<file path="src/rtl/irq_collector_if.sv">
// AXI-Lite bus bundle for the interrupt collector register port.
//   slave  modport : used by irq_collector (accepts AW/W/AR, returns B/R)
//   master modport : used by the bus side (drives AW/W/AR, accepts B/R)
interface irq_collector_if #(
  parameter int ADDR_WIDTH = 32,
  parameter int DATA_WIDTH = 32
);
  logic [ADDR_WIDTH-1:0]   awaddr;
  logic                    awvalid;
  logic                    awready;
  logic [DATA_WIDTH-1:0]   wdata;
  logic [DATA_WIDTH/8-1:0] wstrb;
  logic                    wvalid;
  logic                    wready;
  logic [1:0]              bresp;
  logic                    bvalid;
  logic                    bready;
  logic [ADDR_WIDTH-1:0]   araddr;
  logic                    arvalid;
  logic                    arready;
  logic [DATA_WIDTH-1:0]   rdata;
  logic [1:0]              rresp;
  logic                    rvalid;
  logic                    rready;

  modport slave (
    input  awaddr, awvalid, wdata, wstrb, wvalid, bready, araddr, arvalid, rready,
    output awready, wready, bresp, bvalid, arready, rdata, rresp, rvalid
  );

  modport master (
    output awaddr, awvalid, wdata, wstrb, wvalid, bready, araddr, arvalid, rready,
    input  awready, wready, bresp, bvalid, arready, rdata, rresp, rvalid
  );
endinterface

</file>
<file path="src/rtl/irq_collector.sv">
// Interrupt collector: gathers NUM_SOURCES peripheral interrupt lines, keeps a
// pending view with per-source edge/level triggering and enable, and drives one
// registered interrupt line to the core. Software claims the lowest pending and
// enabled source through the CLAIM register.
//
// Ports:
//   clock_i    system clock
//   reset_ni   synchronous active-low reset
//   irq_src_i  interrupt sources, bit k is source ID k+1
//   irq_o      registered interrupt to core
//   s_axilite  AXI-Lite slave (irq_collector_if.slave)
//
// Register map (addr[3:2]): 0 PENDING (ro), 1 ENABLE (rw), 2 CLAIM (ro, read
// clears the returned edge source), 3 TRIGGER (rw, 1 = edge, 0 = level).
//
// Build option: define IRQ_COLLECTOR_SYNC_EN to pass irq_src_i through a
// 2-flop synchronizer (source-to-irq_o latency 4 cycles instead of 2).
module irq_collector #(
  parameter int NUM_SOURCES = 3,
  parameter int DATA_WIDTH  = 32,
  parameter int ADDR_WIDTH  = 32
) (
  input  logic                   clock_i,
  input  logic                   reset_ni,
  input  logic [NUM_SOURCES-1:0] irq_src_i,
  output logic                   irq_o,
  irq_collector_if.slave         s_axilite
);

  typedef enum logic {W_IDLE, W_RESP} wstate_t;
  typedef enum logic {R_IDLE, R_DATA} rstate_t;

  localparam logic [1:0] SEL_PENDING = 2'd0;
  localparam logic [1:0] SEL_ENABLE  = 2'd1;
  localparam logic [1:0] SEL_CLAIM   = 2'd2;
  localparam logic [1:0] SEL_TRIGGER = 2'd3;

  function automatic logic [31:0] apply_strb(input logic [31:0] old_v,
                                              input logic [31:0] new_v,
                                              input logic [3:0]  strb);
    logic [31:0] res;
    res = old_v;
    for (int b = 0; b < 4; b++)
      if (strb[b]) res[8*b +: 8] = new_v[8*b +: 8];
    return res;
  endfunction

  logic [NUM_SOURCES-1:0] src_p0, hist, pend_p1, pend_nxt, rise;
  logic [NUM_SOURCES-1:0] enable, trigger, claim_clr;
  logic                   irq_p2;

  wstate_t               wstate;
  logic                  awready_q, wready_q, bvalid_q, aw_got, w_got;
  logic [1:0]            aw_sel_q, wr_sel;
  logic [31:0]           wdata_q, wr_data, en_wr, trig_wr;
  logic [3:0]            wstrb_q, wr_strb;
  logic                  aw_fire, w_fire, wr_fire;

  rstate_t               rstate;
  logic                  arready_q, rvalid_q, claim_rd_q;
  logic [4:0]            claim_id, claim_id_q;
  logic [DATA_WIDTH-1:0] rdata_q, rd_word;
  logic                  ar_fire, r_fire;

  // ---- source capture stage (p0) ----
`ifdef IRQ_COLLECTOR_SYNC_EN
  logic [NUM_SOURCES-1:0] sync_a, sync_b;
  always_ff @(posedge clock_i) begin
    sync_a <= irq_src_i;
    sync_b <= sync_a;
  end
  assign src_p0 = sync_b;
`else
  assign src_p0 = irq_src_i;
`endif

  // ---- pending stage (p1) ----
  assign rise = src_p0 & ~hist;
  // Edge bits: a new rising edge beats a claim in the same cycle.
  // Level bits: track the source, claims are ignored.
  assign pend_nxt = (trigger & ((pend_p1 & ~claim_clr) | rise)) | (~trigger & src_p0);

  always_comb begin
    claim_clr = '0;
    if (r_fire && claim_rd_q)
      for (int k = 0; k < NUM_SOURCES; k++)
        if (claim_id_q == 5'(k + 1)) claim_clr[k] = 1'b1;
  end

  always_comb begin
    claim_id = '0;
    for (int k = NUM_SOURCES - 1; k >= 0; k--)
      if (pend_p1[k] && enable[k]) claim_id = 5'(k + 1);
  end

  assign en_wr   = apply_strb(32'(enable),  wr_data, wr_strb);
  assign trig_wr = apply_strb(32'(trigger), wr_data, wr_strb);

  always_ff @(posedge clock_i) begin
    if (!reset_ni) begin
      enable  <= '0;
      trigger <= '0;
      pend_p1 <= '0;
      hist    <= '0;
      irq_p2  <= 1'b0;
    end else begin
      if (wr_fire && wr_sel == SEL_ENABLE)  enable  <= en_wr[NUM_SOURCES-1:0];
      if (wr_fire && wr_sel == SEL_TRIGGER) trigger <= trig_wr[NUM_SOURCES-1:0];
      hist    <= src_p0;
      pend_p1 <= pend_nxt;
      // ---- output stage (p2) ----
      irq_p2  <= |(pend_p1 & enable);
    end
  end

  assign irq_o = irq_p2;

  // Write path: AW and W are captured independently; the write fires on the
  // cycle the second of the two arrives (or both together).
  assign aw_fire = s_axilite.awvalid && awready_q;
  assign w_fire  = s_axilite.wvalid  && wready_q;
  assign wr_sel  = aw_got ? aw_sel_q : s_axilite.awaddr[3:2];
  assign wr_data = w_got  ? wdata_q  : s_axilite.wdata;
  assign wr_strb = w_got  ? wstrb_q  : s_axilite.wstrb;
  assign wr_fire = (wstate == W_IDLE) && (aw_got || aw_fire) && (w_got || w_fire);

  always_ff @(posedge clock_i) begin
    if (aw_fire) aw_sel_q <= s_axilite.awaddr[3:2];
    if (w_fire) begin
      wdata_q <= s_axilite.wdata;
      wstrb_q <= s_axilite.wstrb;
    end
  end

  always_ff @(posedge clock_i) begin
    if (!reset_ni) begin
      wstate    <= W_IDLE;
      awready_q <= 1'b0;
      wready_q  <= 1'b0;
      bvalid_q  <= 1'b0;
      aw_got    <= 1'b0;
      w_got     <= 1'b0;
    end else begin
      case (wstate)
        W_IDLE: begin
          if (wr_fire) begin
            wstate    <= W_RESP;
            bvalid_q  <= 1'b1;
            awready_q <= 1'b0;
            wready_q  <= 1'b0;
            aw_got    <= 1'b0;
            w_got     <= 1'b0;
          end else begin
            if (aw_fire) aw_got <= 1'b1;
            if (w_fire)  w_got  <= 1'b1;
            awready_q <= !(aw_got || aw_fire);
            wready_q  <= !(w_got  || w_fire);
          end
        end
        W_RESP: begin
          if (s_axilite.bready) begin
            wstate    <= W_IDLE;
            bvalid_q  <= 1'b0;
            awready_q <= 1'b1;
            wready_q  <= 1'b1;
          end
        end
        default: wstate <= W_IDLE;
      endcase
    end
  end

  // Read path: data is latched at the AR handshake and held until accepted.
  assign ar_fire = s_axilite.arvalid && arready_q;
  assign r_fire  = rvalid_q && s_axilite.rready;

  always_comb begin
    rd_word = '0;
    case (s_axilite.araddr[3:2])
      SEL_PENDING: rd_word[NUM_SOURCES-1:0] = pend_p1;
      SEL_ENABLE:  rd_word[NUM_SOURCES-1:0] = enable;
      SEL_CLAIM:   rd_word[4:0]             = claim_id;
      SEL_TRIGGER: rd_word[NUM_SOURCES-1:0] = trigger;
      default:     rd_word                  = '0;
    endcase
  end

  always_ff @(posedge clock_i) begin
    if (ar_fire) begin
      rdata_q    <= rd_word;
      claim_id_q <= claim_id;
    end
  end

  always_ff @(posedge clock_i) begin
    if (!reset_ni) begin
      rstate     <= R_IDLE;
      arready_q  <= 1'b0;
      rvalid_q   <= 1'b0;
      claim_rd_q <= 1'b0;
    end else begin
      case (rstate)
        R_IDLE: begin
          arready_q <= 1'b1;
          if (ar_fire) begin
            rstate     <= R_DATA;
            arready_q  <= 1'b0;
            rvalid_q   <= 1'b1;
            claim_rd_q <= (s_axilite.araddr[3:2] == SEL_CLAIM);
          end
        end
        R_DATA: begin
          if (s_axilite.rready) begin
            rstate     <= R_IDLE;
            rvalid_q   <= 1'b0;
            arready_q  <= 1'b1;
            claim_rd_q <= 1'b0;
          end
        end
        default: rstate <= R_IDLE;
      endcase
    end
  end

  assign s_axilite.awready = awready_q;
  assign s_axilite.wready  = wready_q;
  assign s_axilite.bvalid  = bvalid_q;
  assign s_axilite.bresp   = 2'b00;
  assign s_axilite.arready = arready_q;
  assign s_axilite.rvalid  = rvalid_q;
  assign s_axilite.rdata   = rdata_q;
  assign s_axilite.rresp   = 2'b00;

endmodule

</file>
<file path="src/flat_wrapper.sv">
// flat-port wrapper written by rule: the top's interface ports become plain ports
module irq_collector_flat 
#(
  parameter int NUM_SOURCES = 3,
  parameter int DATA_WIDTH  = 32,
  parameter int ADDR_WIDTH  = 32
)
  (clock_i, reset_ni, irq_src_i, irq_o, s_axilite_awaddr, s_axilite_awvalid, s_axilite_wdata, s_axilite_wstrb, s_axilite_wvalid, s_axilite_bready, s_axilite_araddr, s_axilite_arvalid, s_axilite_rready, s_axilite_awready, s_axilite_wready, s_axilite_bresp, s_axilite_bvalid, s_axilite_arready, s_axilite_rdata, s_axilite_rresp, s_axilite_rvalid);
  irq_collector_if #(.ADDR_WIDTH(ADDR_WIDTH), .DATA_WIDTH(DATA_WIDTH)) s_axilite_i ();
  input  logic clock_i;
  input  logic reset_ni;
  input  logic [NUM_SOURCES-1:0] irq_src_i;
  output logic irq_o;
  input wire logic [$bits(s_axilite_i.awaddr)-1:0] s_axilite_awaddr;
  input wire logic [$bits(s_axilite_i.awvalid)-1:0] s_axilite_awvalid;
  input wire logic [$bits(s_axilite_i.wdata)-1:0] s_axilite_wdata;
  input wire logic [$bits(s_axilite_i.wstrb)-1:0] s_axilite_wstrb;
  input wire logic [$bits(s_axilite_i.wvalid)-1:0] s_axilite_wvalid;
  input wire logic [$bits(s_axilite_i.bready)-1:0] s_axilite_bready;
  input wire logic [$bits(s_axilite_i.araddr)-1:0] s_axilite_araddr;
  input wire logic [$bits(s_axilite_i.arvalid)-1:0] s_axilite_arvalid;
  input wire logic [$bits(s_axilite_i.rready)-1:0] s_axilite_rready;
  output wire logic [$bits(s_axilite_i.awready)-1:0] s_axilite_awready;
  output wire logic [$bits(s_axilite_i.wready)-1:0] s_axilite_wready;
  output wire logic [$bits(s_axilite_i.bresp)-1:0] s_axilite_bresp;
  output wire logic [$bits(s_axilite_i.bvalid)-1:0] s_axilite_bvalid;
  output wire logic [$bits(s_axilite_i.arready)-1:0] s_axilite_arready;
  output wire logic [$bits(s_axilite_i.rdata)-1:0] s_axilite_rdata;
  output wire logic [$bits(s_axilite_i.rresp)-1:0] s_axilite_rresp;
  output wire logic [$bits(s_axilite_i.rvalid)-1:0] s_axilite_rvalid;
  assign s_axilite_i.awaddr = s_axilite_awaddr;
  assign s_axilite_i.awvalid = s_axilite_awvalid;
  assign s_axilite_i.wdata = s_axilite_wdata;
  assign s_axilite_i.wstrb = s_axilite_wstrb;
  assign s_axilite_i.wvalid = s_axilite_wvalid;
  assign s_axilite_i.bready = s_axilite_bready;
  assign s_axilite_i.araddr = s_axilite_araddr;
  assign s_axilite_i.arvalid = s_axilite_arvalid;
  assign s_axilite_i.rready = s_axilite_rready;
  assign s_axilite_awready = s_axilite_i.awready;
  assign s_axilite_wready = s_axilite_i.wready;
  assign s_axilite_bresp = s_axilite_i.bresp;
  assign s_axilite_bvalid = s_axilite_i.bvalid;
  assign s_axilite_arready = s_axilite_i.arready;
  assign s_axilite_rdata = s_axilite_i.rdata;
  assign s_axilite_rresp = s_axilite_i.rresp;
  assign s_axilite_rvalid = s_axilite_i.rvalid;
  irq_collector #(.NUM_SOURCES(NUM_SOURCES), .DATA_WIDTH(DATA_WIDTH), .ADDR_WIDTH(ADDR_WIDTH)) u_core (.clock_i(clock_i), .reset_ni(reset_ni), .irq_src_i(irq_src_i), .irq_o(irq_o), .s_axilite(s_axilite_i));
endmodule
</file>
<file path="config.mk">
export PLATFORM = sky130hd
export DESIGN_NAME = irq_collector_flat
export DESIGN_NICKNAME = d
export VERILOG_FILES = /design/src/rtl/irq_collector_if.sv /design/src/rtl/irq_collector.sv /design/src/flat_wrapper.sv
export SDC_FILE = /design/constraint.sdc
export NUM_CORES = 1
export LEC_CHECK = 0
export BUFFER_PORTS_ARGS = -buffer_cell sky130_fd_sc_hd__buf_2
export CORE_UTILIZATION = 38
export CTS_BUF_LIST = sky130_fd_sc_hd__clkbuf_2
export DETAILED_ROUTE_END_ITERATION = 10
export HOLD_SLACK_MARGIN = 0.03
export PLACE_DENSITY = 0.81
export SLEW_MARGIN = 0
export SYNTH_ARGS = -nofsm -noshare
export SYNTH_HDL_FRONTEND = slang
export SYNTH_SLANG_ARGS = --single-unit
</file>
<file path="constraint.sdc">
create_clock -name clock_i -period 1.6 [get_ports clock_i]
set_input_delay 0.08 -clock clock_i [delete_from_list [all_inputs] [get_ports clock_i]]
set_output_delay 0.08 -clock clock_i [all_outputs]
set_load 0.02 [all_outputs]
</file>
; Word-level counts from Yosys, hierarchy flattened
; Index checks and enable logic that the tools add are counted.
[totals]
output_inout_bits = 42
ff_bits = 39
elab_cells = 108
input_bits = 110
[classes]
muxes = 37
reduce_logical = 26
n_eq_ne = 12
bitwise_logic = 12
[op_table]
columns = op, n
row1 = two-way mux 1 bit, 22
row2 = one-hot mux 1 bit (2 select lines), 8
row3 = bitwise AND 3 bit, 5
row4 = logical AND 1 bit, 12
row5 = one-hot mux 3 bit (4 select lines), 1
row6 = AND reduction 2 bit, 6
row7 = equality test 5 x 2 -> 1 bit (second input constant), 2
row8 = inverter 3 bit, 3
row9 = two-way mux 2 bit, 4
row10 = equality test 2 bit (second input constant), 3
row11 = two-way mux 3 bit, 2
row12 = OR 3 bit, 2
row13 = equality test 5 x 1 -> 1 bit (second input constant), 1
row14 = equality test 2 x 1 -> 1 bit (second input constant), 2
row15 = != test 2 x 1 -> 1 bit (second input constant), 2
row16 = != test 2 bit (second input constant), 2
row17 = nonzero test 2 bit, 2
row18 = OR reduction 3 bit, 1
row19 = zero test 1 bit, 2
row20 = zero test 2 bit, 1
row21 = logical OR 1 bit, 2
row22 = inverter 1 bit, 2

; Longest topological paths before layout
; Gate-level depths: netlist of the first run.
[logic_depth]
word_depth = 8
mapped_depth = 5
mapped_depth_nobuf = 4

; Worst setup path after synthesis of the first run
; No wires, ideal clock.
[synth_timing]
kind = register to register
from = register u_core.pend_p1[1]
to = register u_core.rdata_q[1] (netlist: u_core.s_axilite.rdata[1]) (data pin)
t_required_ns = 1.328
stages_incl_launch_ff = 4
period_less_slack_ns = 1.258
path_slack_ns = 0.342
setup_time_ns = 0.272
arrival_ns = 0.986
n_path_buf = 0
path_cell_list = dfxtp_1 > a22oi_2 > a21oi_1 > mux4_2
[synth_between]
elab_chain_cells = 4
[synth_lines]
columns = element, line
row1 = "start, declared", irq_collector.sv:48  ; logic [NUM_SOURCES-1:0] src_p0, hist, pend_p1, pend_nxt, rise;
row2 = "start signal, assigned", irq_collector.sv:110  ; pend_p1 <= pend_nxt;
row3 = logical AND 1 bit, irq_collector.sv:93  ; if (pend_p1[k] && enable[k]) claim_id = 5'(k + 1);
row4 = two-way mux 2 bit (2 in a row), irq_collector.sv:93
row5 = net u_core.claim_id[1], irq_collector.sv:61  ; logic [4:0] claim_id, claim_id_q;
row6 = one-hot mux 3 bit (4 select lines), irq_collector.sv:179  ; case (s_axilite.araddr[3:2])
row7 = net u_core.rd_word[1], irq_collector.sv:62  ; logic [DATA_WIDTH-1:0] rdata_q, rd_word;
row8 = "end signal, assigned", irq_collector.sv:190  ; rdata_q <= rd_word;
row9 = "end, declared", irq_collector.sv:62
; The timed path passes the listed nets, and every way through them passes these cells.
; A chain may end at the register's enable or synchronous reset.

; Worst setup path in the final report of the first run
; Same ends and word-level chain as after synthesis.

==> results of run 1 <==
[metal layers]
layer / GRT usage (%) / vias to the layer above / share of wire, %
met2: 19.8 / 43 / 49
met3: 3.04 / 6 / 5.7
met1: 14.6 / 492 / 42
li1: - / 557 / -
met5: 0 / - / 0
met4: 9.38 / 0 / 2.8
[worst max-delay path by stage]
stage / cells past startpoint / startpoint / end / slack, ps
4_1_cts: 3 / u_core.pend_p1[1] / u_core.s_axilite.rdata[1] / 280
3_3_place_gp: 3 / u_core.pend_p1[1] / u_core.s_axilite.rdata[1] / 300
3_5_place_dp: 3 / u_core.pend_p1[1] / u_core.s_axilite.rdata[1] / 290
6_report: 3 / u_core.pend_p1[1] / u_core.s_axilite.rdata[1] / 280
5_1_grt: 4 / u_core.enable[1] / u_core.s_axilite.rdata[0] / 190
2_1_floorplan: 3 / u_core.pend_p1[1] / u_core.s_axilite.rdata[1] / 340
[cell usage after synthesis (2+ instances only)]
| cell | number | area, µm² |
|---|---|---|
| nand3_1 | 3 | 15.0 |
| buf_4 | 34 | 255 |
| o211ai_1 | 2 | 15.0 |
| nor2b_1 | 3 | 18.8 |
| clkbuf_1 | 2 | 7.51 |
| nand2b_1 | 3 | 18.8 |
| nand2_1 | 22 | 82.6 |
| nor2_1 | 6 | 22.5 |
| and2_1 | 7 | 43.8 |
| mux2i_1 | 10 | 100 |
| edfxtp_1 | 11 | 330 |
| dfxtp_1 | 23 | 460 |
| mux4_2 | 2 | 45.0 |
| a21boi_1 | 5 | 37.5 |
| o21ai_1 | 3 | 15.0 |
| mux2_2 | 3 | 33.8 |
| a21oi_1 | 5 | 25.0 |
[state kept, by name (all words and copies together), names as in the netlist, 2 cells and up]
signal and flops:
u_core.trigger 3, u_core.wdata_q 3, u_core.claim_id_q 2, u_core.s_axilite.rdata 3
u_core.pend_p1 3, u_core.aw_sel_q 2, u_core.enable 3, u_core.hist 3
[worst min-delay path: cells and delay by family]
family                 cells  cell delay, ps
AOI/OAI and AO/OA          1              60
and+or+nand+nor            2             140
buffers and inverters      1             100
[power breakdown]
part           leakage [nW]  internal [W]  switching, W  total, W
logic                 0.488     0.0000910      0.000164  0.000255
clock network        0.0306      0.000117      0.000263  0.000380
registers             0.294      0.000934     0.0000320  0.000966
[placed cells by master, fill, tap and decap left out]
master / count
conb_1: 33
buf_2: 26
dfxtp_1: 23
nand2_1: 22
edfxtp_1: 11
mux2i_1: 10
dlygate4sd3_1: 10
and2_1: 7
clkbuf_2: 7
nor2_1: 6
a21oi_1: 5
a21boi_1: 5
nand3_1: 3
o21ai_1: 3
mux2_2: 3
nand2b_1: 3
nor2b_1: 3
mux4_2: 2
o211ai_1: 2
a22oi_2: 1
a21oi_2: 1
nor3_4: 1
nor2_2: 1
nand3_2: 1
nand3b_2: 1
and3_1: 1
inv_1: 1
nand3b_1: 1
o211a_1: 1
nor3b_1: 1
a31oi_1: 1
a32oi_1: 1
clkinv_1: 1
[layout make-up]
type                    count  area share [%]
clock inverters             1           0.205
inverters                   1           0.205
clock buffers               7            1.91
multi-input cells         119            38.6
well taps                  50            3.41
repair buffers             36            12.6
flip-flops and latches     34            43.1
[through the flow]
step | std cells | instance area, µm² | worst slack (ps) | hold WS (ps)
4_1_cts | 248 | 1830 | 280 | 33.4
3_5_place_dp | 230 | 1700 | 289 | 275
5_1_grt | 248 | 1830 | 186 | 64.6
6_report | 248 | 1830 | 277 | 56.9
3_3_place_gp | 230 | 1700 | 296 | 272
2_1_floorplan | 190 | 1770 | 342 | 179
[timing repair]
item | CTS | global route
hold buffers | 10 | 0
setup endpoints to repair | 0 | 0
hold endpoints to repair | 14 | 0
[logic make-up after synthesis]
kind of cell / count (synthesis) / share of synthesized area, %
other: 1 / 0.228
muxes: 15 / 10.9
DFF: 34 / 48.1
AOI/OAI and AO/OA: 20 / 8.44
and+or+nand+nor: 51 / 16.2
buffers and inverters: 37 / 16.2
==> metrics.md, run 1 <==
| Metric | Value |
|---|---|
| Setup TNS | 0 ps |
| Synthesis Warnings | 0 |
| Detailed Place HPWL | 2000 µm |
| Core Footprint | 4090 µm² |
| Worst reg2reg endpoint | u_core.s_axilite.rdata[1] |
| Initial antenna violation count | 0 |
| Clock tree buffer depth | 2 |
| Layout area overhead | 11.5% |
| Area of the multi-input gates | 708 µm² |
| Worst reg2reg path depth | 3 |
| Overflow after GRT | 0 |
| Fillers | 385 |
| Buf/Inv on CP | 0 |
| Die Span X | 67.8 µm |
| Final hold vios | 0 |
| Crit path required time | 1740 ps |
| CP peak stage delay | 440 ps |
| Root buf cell | clkbuf_2 |
| Vias/cell | 4.43 |
| First-pass GRT wire length | 4000 µm |
| Worst hold path type | input pin to register |
| Nets@finish | 307 |
| Vias in the first global route | 905 |
| Die Y | 67.8 µm |
| Crit-path leading delay family | multiplexers |
| Most used DFF post-synth | dfxtp_1 |
| CTS Sinks | 34 |
| Reg area | 791 µm² |
| Cell count after synthesis | 158 |
| CTS tree | built |
| Vias post-DR | 1098 |
| Hold endpoint | u_core.s_axilite.bvalid |
| Number of synthesized flops with an enable pin | 11 |
| Largest net degree at the start of global routing | 25 |
| Synth Register Bits | 34 |
| I/O pin count | 152 |
| Worst-path clk slew | 160 ps |
| Drt first pass iters | 4 |
| Data arrival, critical path | 1460 ps |
| Starting density of the core | 40.3% |
| Starting DRC count in detailed routing | 18 |
| Final Setup Violations | 0 |
| All-Layer GR Usage | 12.5% |
| Hold path start | s_axilite_bready |
| Routed wire length per instance | 10.7 µm |
| Final min period | 1320 ps |
| CTS H-Tree Depth | 2 |
| IO buf count | 26 |
| Worst r2r src | u_core.pend_p1[1] |
| Startpoint types | register |
| Routability congestion estimate | 0.809 |
| Slew Limit Fails | 0 |
| Critical path peak fanout | 4 |
| Outcome | completed |
| Top achievable clock speed | 756 MHz |
| Final ANT Viol Nets | 0 |
| Share of layout cells above drive strength 1 | 22.2% |
| Final Cycle Share | 82.7% |
| RSZ-0062 raised after global routing | false |
| Post-Route WL | 2650 µm |
| Setup Fix Bufs, Post-CTS | 0 |
| CTS buffer count | 5 |
| R2r setup slk | 280 ps |
| Share of flip-flops with an asynchronous set or reset | 0% |
| Post-Syn Area | 1650 µm² |
| Hold Path Depth | 4 |
| Final core utilization | 44.9% |
| Netlist cell types | 31 |
| Final Power | 0.00160 W |
| Crit Path Category | register to register |
| ANT cells | 0 |
| Seq/Total Area, Yosys | 48.1% |
| Pleak | 0.813 nW |
| Clock Latency Late Sink | 370 ps |
| VDD IR max | 0.250 mV |
| # DRC | 0 |
| Die area | 4600 µm² |
| Setup Skew | 22.7 ps |
| Crit. End Element | register |
| Slowest cell on crit path | mux4_2 |
| Number of max-cap violations | 0 |
| Cell breakdown of the critical path | a22oi_2 > a21oi_1 > mux4_2 |
| Post-CTS sizing | 0 |
| Row count | 23 |
| Avg Synthesized Cell Area | 10.4 µm² |
| PwrDens | 873 nW/µm² |
Power figures use the tool's default switching activity.
==> inputs of run 2 (changes only) <==
CORE_UTILIZATION = 34   (was 38)
PLACE_DENSITY = 0.77   (was 0.81)
clock period = 1.15 ns   (was 1.6 ns; I/O delays follow)
==> metrics.md, run 2 (synthesized netlist as in run 1, its figures left out) <==
| Metric | Value |
|---|---|
| Outcome | complete, but fails checks |
| Failing checks | negative setup slack |
| Die Span X | 71.6 µm |
| Worst-path clk slew | 190 ps |
| VDD IR max | 0.496 mV |
| Crit path required time | 1300 ps |
| Clock tree buffer depth | 2 |
| Final Cycle Share | 117% |
| Final hold vios | 0 |
| ANT cells | 0 |
| Worst reg2reg path depth | 3 |
| Fillers | 423 |
| Worst hold path type | input pin to register |
| Logic pwr share | 17.2% |
| Startpoint types | register |
| Row count | 24 |
| Worst hold slack | 69.0 ps |
| Final Setup Violations | 9 |
| I/O pin count | 152 |
| First-pass GRT wire length | 5090 µm |
| CTS Sinks | 34 |
| Post-Route WL | 3080 µm |
| Routability congestion estimate | 0.869 |
| Overflow after GRT | 0 |
| Crit-path leading delay family | multiplexers |
| CP peak stage delay | 450 ps |
| Pleak | 0.940 nW |
| CTS buffer count | 5 |
| PwrDens | 1250 nW/µm² |
| Root buf cell | clkbuf_2 |
| Vias/cell | 4.45 |
| Largest net degree at the start of global routing | 25 |
| Crit path capture | u_core.s_axilite.rdata[1] |
| Area of the multi-input gates | 752 µm² |
| DP Area | 1780 µm² |
| Setup TNS | -587 ps |
| Clock Latency Late Sink | 390 ps |
| Detailed Place HPWL | 2160 µm |
| Die area | 5120 µm² |
| Nets@finish | 323 |
| IO buf count | 26 |
| Share of layout cells above drive strength 1 | 33.2% |
| RSZ-0062 raised after global routing | true |
| Vias post-DR | 1185 |
| Critical path peak fanout | 4 |
| Buf/Inv on CP | 0 |
| Final Power | 0.00258 W |
| Data arrival, critical path | 1490 ps |
| Setup Skew | 10.1 ps |
| Die Y | 71.6 µm |
| Top achievable clock speed | 742 MHz |
| Psw | 0.000725 W |
| Critical Path Start | u_core.pend_p1[1] |
| R2r setup slk | -200 ps |
| Hold path start | s_axilite_araddr[3] |
| Drt first pass iters | 4 |
| Crit. path cell count | 3 |
| Core Footprint | 4500 µm² |
| CTS tree | built |
| Cell breakdown of the critical path | a22oi_2 > a21oi_2 > mux4_2 |
| Switching Fraction | 28.1% |
| Worst r2r src | u_core.pend_p1[1] |
| Place WS | -181 ps |
| Final ANT Viol Nets | 0 |
| Number of max-cap violations | 0 |
| Most frequent cells in the layout | conb_1 (33), buf_2 (25), nand2_1 (22) |
| Reg area | 801 µm² |
| CTS H-Tree Depth | 2 |
| Design area | 2070 µm² |
| Starting density of the core | 36.5% |
| Vias in the first global route | 1153 |
| Slowest cell on crit path | mux4_2 |
| PnR worst setup slack | -197 ps |
| Starting DRC count in detailed routing | 56 |
| Slew Limit Fails | 0 |
| Flop pwr share | 52.0% |
| Crit Path Category | register to register |
| Cell-internal power | 0.00186 W |
| All-Layer GR Usage | 13.2% |
| Layout area overhead | 25.6% |
| Routed wire length per instance | 11.6 µm |
| Final min period | 1350 ps |
| # DRC | 0 |
| Worst reg2reg endpoint | u_core.s_axilite.rdata[1] |
| Crit. End Element | register |
| Initial antenna violation count | 0 |
| Clock network fraction of total power | 30.7% |
| Most common cell after layout, fill and taps aside | conb_1 |
run 2: cell types whose count changed in the layout (fill, tap and decap cells not counted), sizes merged:
| cell | change |
|---|---|
| buf | +14 |
| clkbuf | -2 |
| dlygate4sd3 | +2 |
| inv | +2 |
| bufinv | +1 |
| clkinv | -1 |
run 2: worst min-delay path by stage:
stage | end | slack (ps) | cells after the start
floorplan | u_core.aw_sel_q[0] | 160 | 0
global route | u_core.pend_p1[1] | 40 | 2
finish | u_core.s_axilite.rdata[2] | 70 | 2
CTS | u_core.s_axilite.rdata[2] | 40 | 2
detailed placement | u_core.aw_sel_q[0] | 250 | 1
global placement | u_core.wstrb_q[0] | 250 | 1
run 2: worst register-to-register path: stages (launching register included):
cell	delay, ps
dfxtp_2	380
a22oi_2	220
a21oi_2	50
mux4_2	450
run 2: power by group through the flow:
stage | clock (W) | sequential [W] | combinational (W)
floorplan | 0 | 0.00138 | 0.000317
detailed placement | 0 | 0.00136 | 0.000367
finish | 0.000794 | 0.00134 | 0.000445
CTS | 0.000824 | 0.00134 | 0.000430
global route | 0.000885 | 0.00135 | 0.000483
global placement | 0 | 0.00136 | 0.000361
run 2: per-layer routing:
metal	up-vias	GRT usage [%]	wire (µm)
li1	587	-	-
met2	44	20.7	1480
met1	547	15.4	1350
met3	7	4.50	171
met4	0	8.71	70
met5	-	0	0
run 2: stage by stage:
step / util [%] / cells
floorplan: - / 190
global placement: 39.5 / 242
detailed placement: 39.5 / 242
CTS: 45.3 / 265
global route: 45.9 / 266
finish: 45.9 / 266
run 2: what timing repair did:
action / in CTS / in global routing
setup buffers: 3 / 1
hold endpoints to repair: 16 / 0
pin swaps: 2 / 1
endpoints found under the setup margin: 9 / 12
hold buffers: 12 / 0
resized for setup: 12 / 5
run 2: layout make-up:
| cell class | instances | share of cell area (%) |
|---|---|---|
| Inverter | 1 | 0.182 |
| Clock buffer | 5 | 1.21 |
| Tap cell | 52 | 3.15 |
| Multi-Input combinational cell | 119 | 36.4 |
| Sequential cell | 34 | 38.8 |
| Timing Repair Buffer | 52 | 18.2 |
| Clock inverter | 3 | 2.06 |
==> inputs of run 3 (changes only) <==
CELL_PAD_IN_SITES_DETAIL_PLACEMENT = 0   (was default)
CELL_PAD_IN_SITES_GLOBAL_PLACEMENT = 2   (was default)
CORE_UTILIZATION = 17   (was 34)
PLACE_DENSITY = 0.75   (was 0.77)
RECOVER_POWER = 50   (was default)
==> metrics.md, run 3 (synthesized netlist as in run 1, its figures left out) <==
| Metric | Value |
|---|---|
| RSZ-0062 raised after global routing | true |
| Fillers | 1026 |
| VDD IR max | 0.261 mV |
| Post-Route WL | 3200 µm |
| Outcome | complete, but fails checks |
| Data arrival, critical path | 1450 ps |
| Crit Path Category | register to register |
| Overflow after GRT | 0 |
| Layout area overhead | 29.4% |
| Startpoint types | register |
| Starting DRC count in detailed routing | 36 |
| Post-Layout Cell Count | 344 |
| Worst-path clk slew | 160 ps |
| Place WS | -170 ps |
| Vias in the first global route | 1115 |
| Vias post-DR | 1184 |
| CTS H-Tree Depth | 2 |
| Die Y | 100 µm |
| Routability congestion estimate | 0.776 |
| CTS buffer count | 5 |
| Initial antenna violation count | 0 |
| Worst hold path type | input pin to register |
| Crit. End Element | register |
| Drt first pass iters | 4 |
| Slew Limit Fails | 0 |
| Clock Latency Late Sink | 360 ps |
| Pleak | 0.911 nW |
| # DRC | 0 |
| PnR worst setup slack | -174 ps |
| Setup Skew | 17.8 ps |
| Worst hold slack | 114 ps |
| CTS Sinks | 34 |
| Setup TNS | -527 ps |
| Final hold vios | 0 |
| IO buf count | 26 |
| Most frequent cells in the layout | conb_1 (33), nand2_1 (21), dfxtp_1 (18) |
| Routed wire length per instance | 9.31 µm |
| Nets@finish | 324 |
| Core Footprint | 9330 µm² |
| I/O pin count | 152 |
| Detailed Place HPWL | 2460 µm |
| Clock tree buffer depth | 2 |
| Vias/cell | 3.44 |
| Critical path peak fanout | 4 |
| CTS tree | built |
| Row count | 35 |
| All-Layer GR Usage | 6.76% |
| PwrDens | 1090 nW/µm² |
| ANT cells | 0 |
| Largest net degree at the start of global routing | 25 |
| Root buf cell | clkbuf_2 |
| Failing checks | negative setup slack |
| Top achievable clock speed | 756 MHz |
| Starting density of the core | 17.6% |
| Placed cell count | 322 |
| Die Span X | 100 µm |
| Final Setup Violations | 9 |
| First-pass GRT wire length | 5170 µm |
| Die area | 10100 µm² |
| Most common cell after layout, fill and taps aside | conb_1 |
| Number of max-cap violations | 0 |
| Crit path required time | 1280 ps |
| Share of layout cells above drive strength 1 | 29.8% |
| Final Cycle Share | 115% |
| Final ANT Viol Nets | 0 |
| Final min period | 1320 ps |
run 3: changes by cell type in the layout (fill, tap and decap cells not counted), moves of 2 or more:
cell      change
clkbuf_2      +2
inv_4         -2
clkbuf_1      +7
o21ai_0       +2
buf_2         -8
o21ai_1       -2
buf_4         +2
a21boi_0      +2
a21boi_1      -2
dfxtp_2       -2
run 3: cell type report:
type / count / area [µm²] / share of cell area, %
inverter: 1 / 3.75 / 0.176
tap: 129 / 161 / 7.58
sequential: 34 / 802 / 37.7
clock buffer: 6 / 30.0 / 1.41
multi-input combinational: 119 / 754 / 35.4
timing repair buffer: 53 / 369 / 17.3
clock inverter: 2 / 8.76 / 0.411
run 3: worst max-delay path, cell delays in order (launching register included):
cell	delay, ps
dfxtp_2	370
a22oi_2	220
a21oi_2	50
mux4_2	450
run 3: path summary, 6_finish.rpt:
| path | from | endpoint | slack (ps) | depth (start not counted) |
|---|---|---|---|---|
| setup reg to reg | u_core.enable[1] | u_core.s_axilite.rdata[1] | -170 | 3 |
| hold / removal | s_axilite_arvalid | u_core.rstate | 110 | 3 |
| hold reg to reg | u_core.s_axilite.rvalid | u_core.s_axilite.rvalid | 490 | 2 |
| setup / recovery | u_core.enable[1] | u_core.s_axilite.rdata[1] | -170 | 3 |
run 3: power by group:
group / switching, W / internal (W) / total [W]
clock: 0.000382 / 0.000150 / 0.000532
combinational: 0.000259 / 0.000185 / 0.000445
sequential: 0.0000423 / 0.00130 / 0.00134
total: 0.000684 / 0.00163 / 0.00232
run 3: layer usage:
metal | share of wire (%) | track usage [%] | wire length (µm)
met5 | 0 | 0 | 0
met1 | 39 | 7.19 | 1260
met2 | 52 | 11.6 | 1650
met4 | 2.6 | 4.35 | 82
met3 | 6.5 | 2.09 | 208
run 3: repair_timing:
action | CTS | global route
pin swaps | 3 | 3
hold buffers | 11 | 0
setup endpoints to repair | 10 | 11
cloned | 0 | 0
gates resized for setup | 10 | 8
buffers inserted | 0 | 4
hold endpoints to repair | 17 | 0
run 3: through the flow:
| step | area [µm²] | utilization, % | power, W |
|---|---|---|---|
| 3_3_place_gp | 1900 | 20.3 | 0.00175 |
| 6_report | 2130 | 22.8 | 0.00232 |
| 4_1_cts | 2080 | 22.3 | 0.00235 |
| 5_1_grt | 2130 | 22.8 | 0.00245 |
| 2_1_floorplan | 1770 | - | 0.00170 |
| 3_5_place_dp | 1900 | 20.3 | 0.00175 |
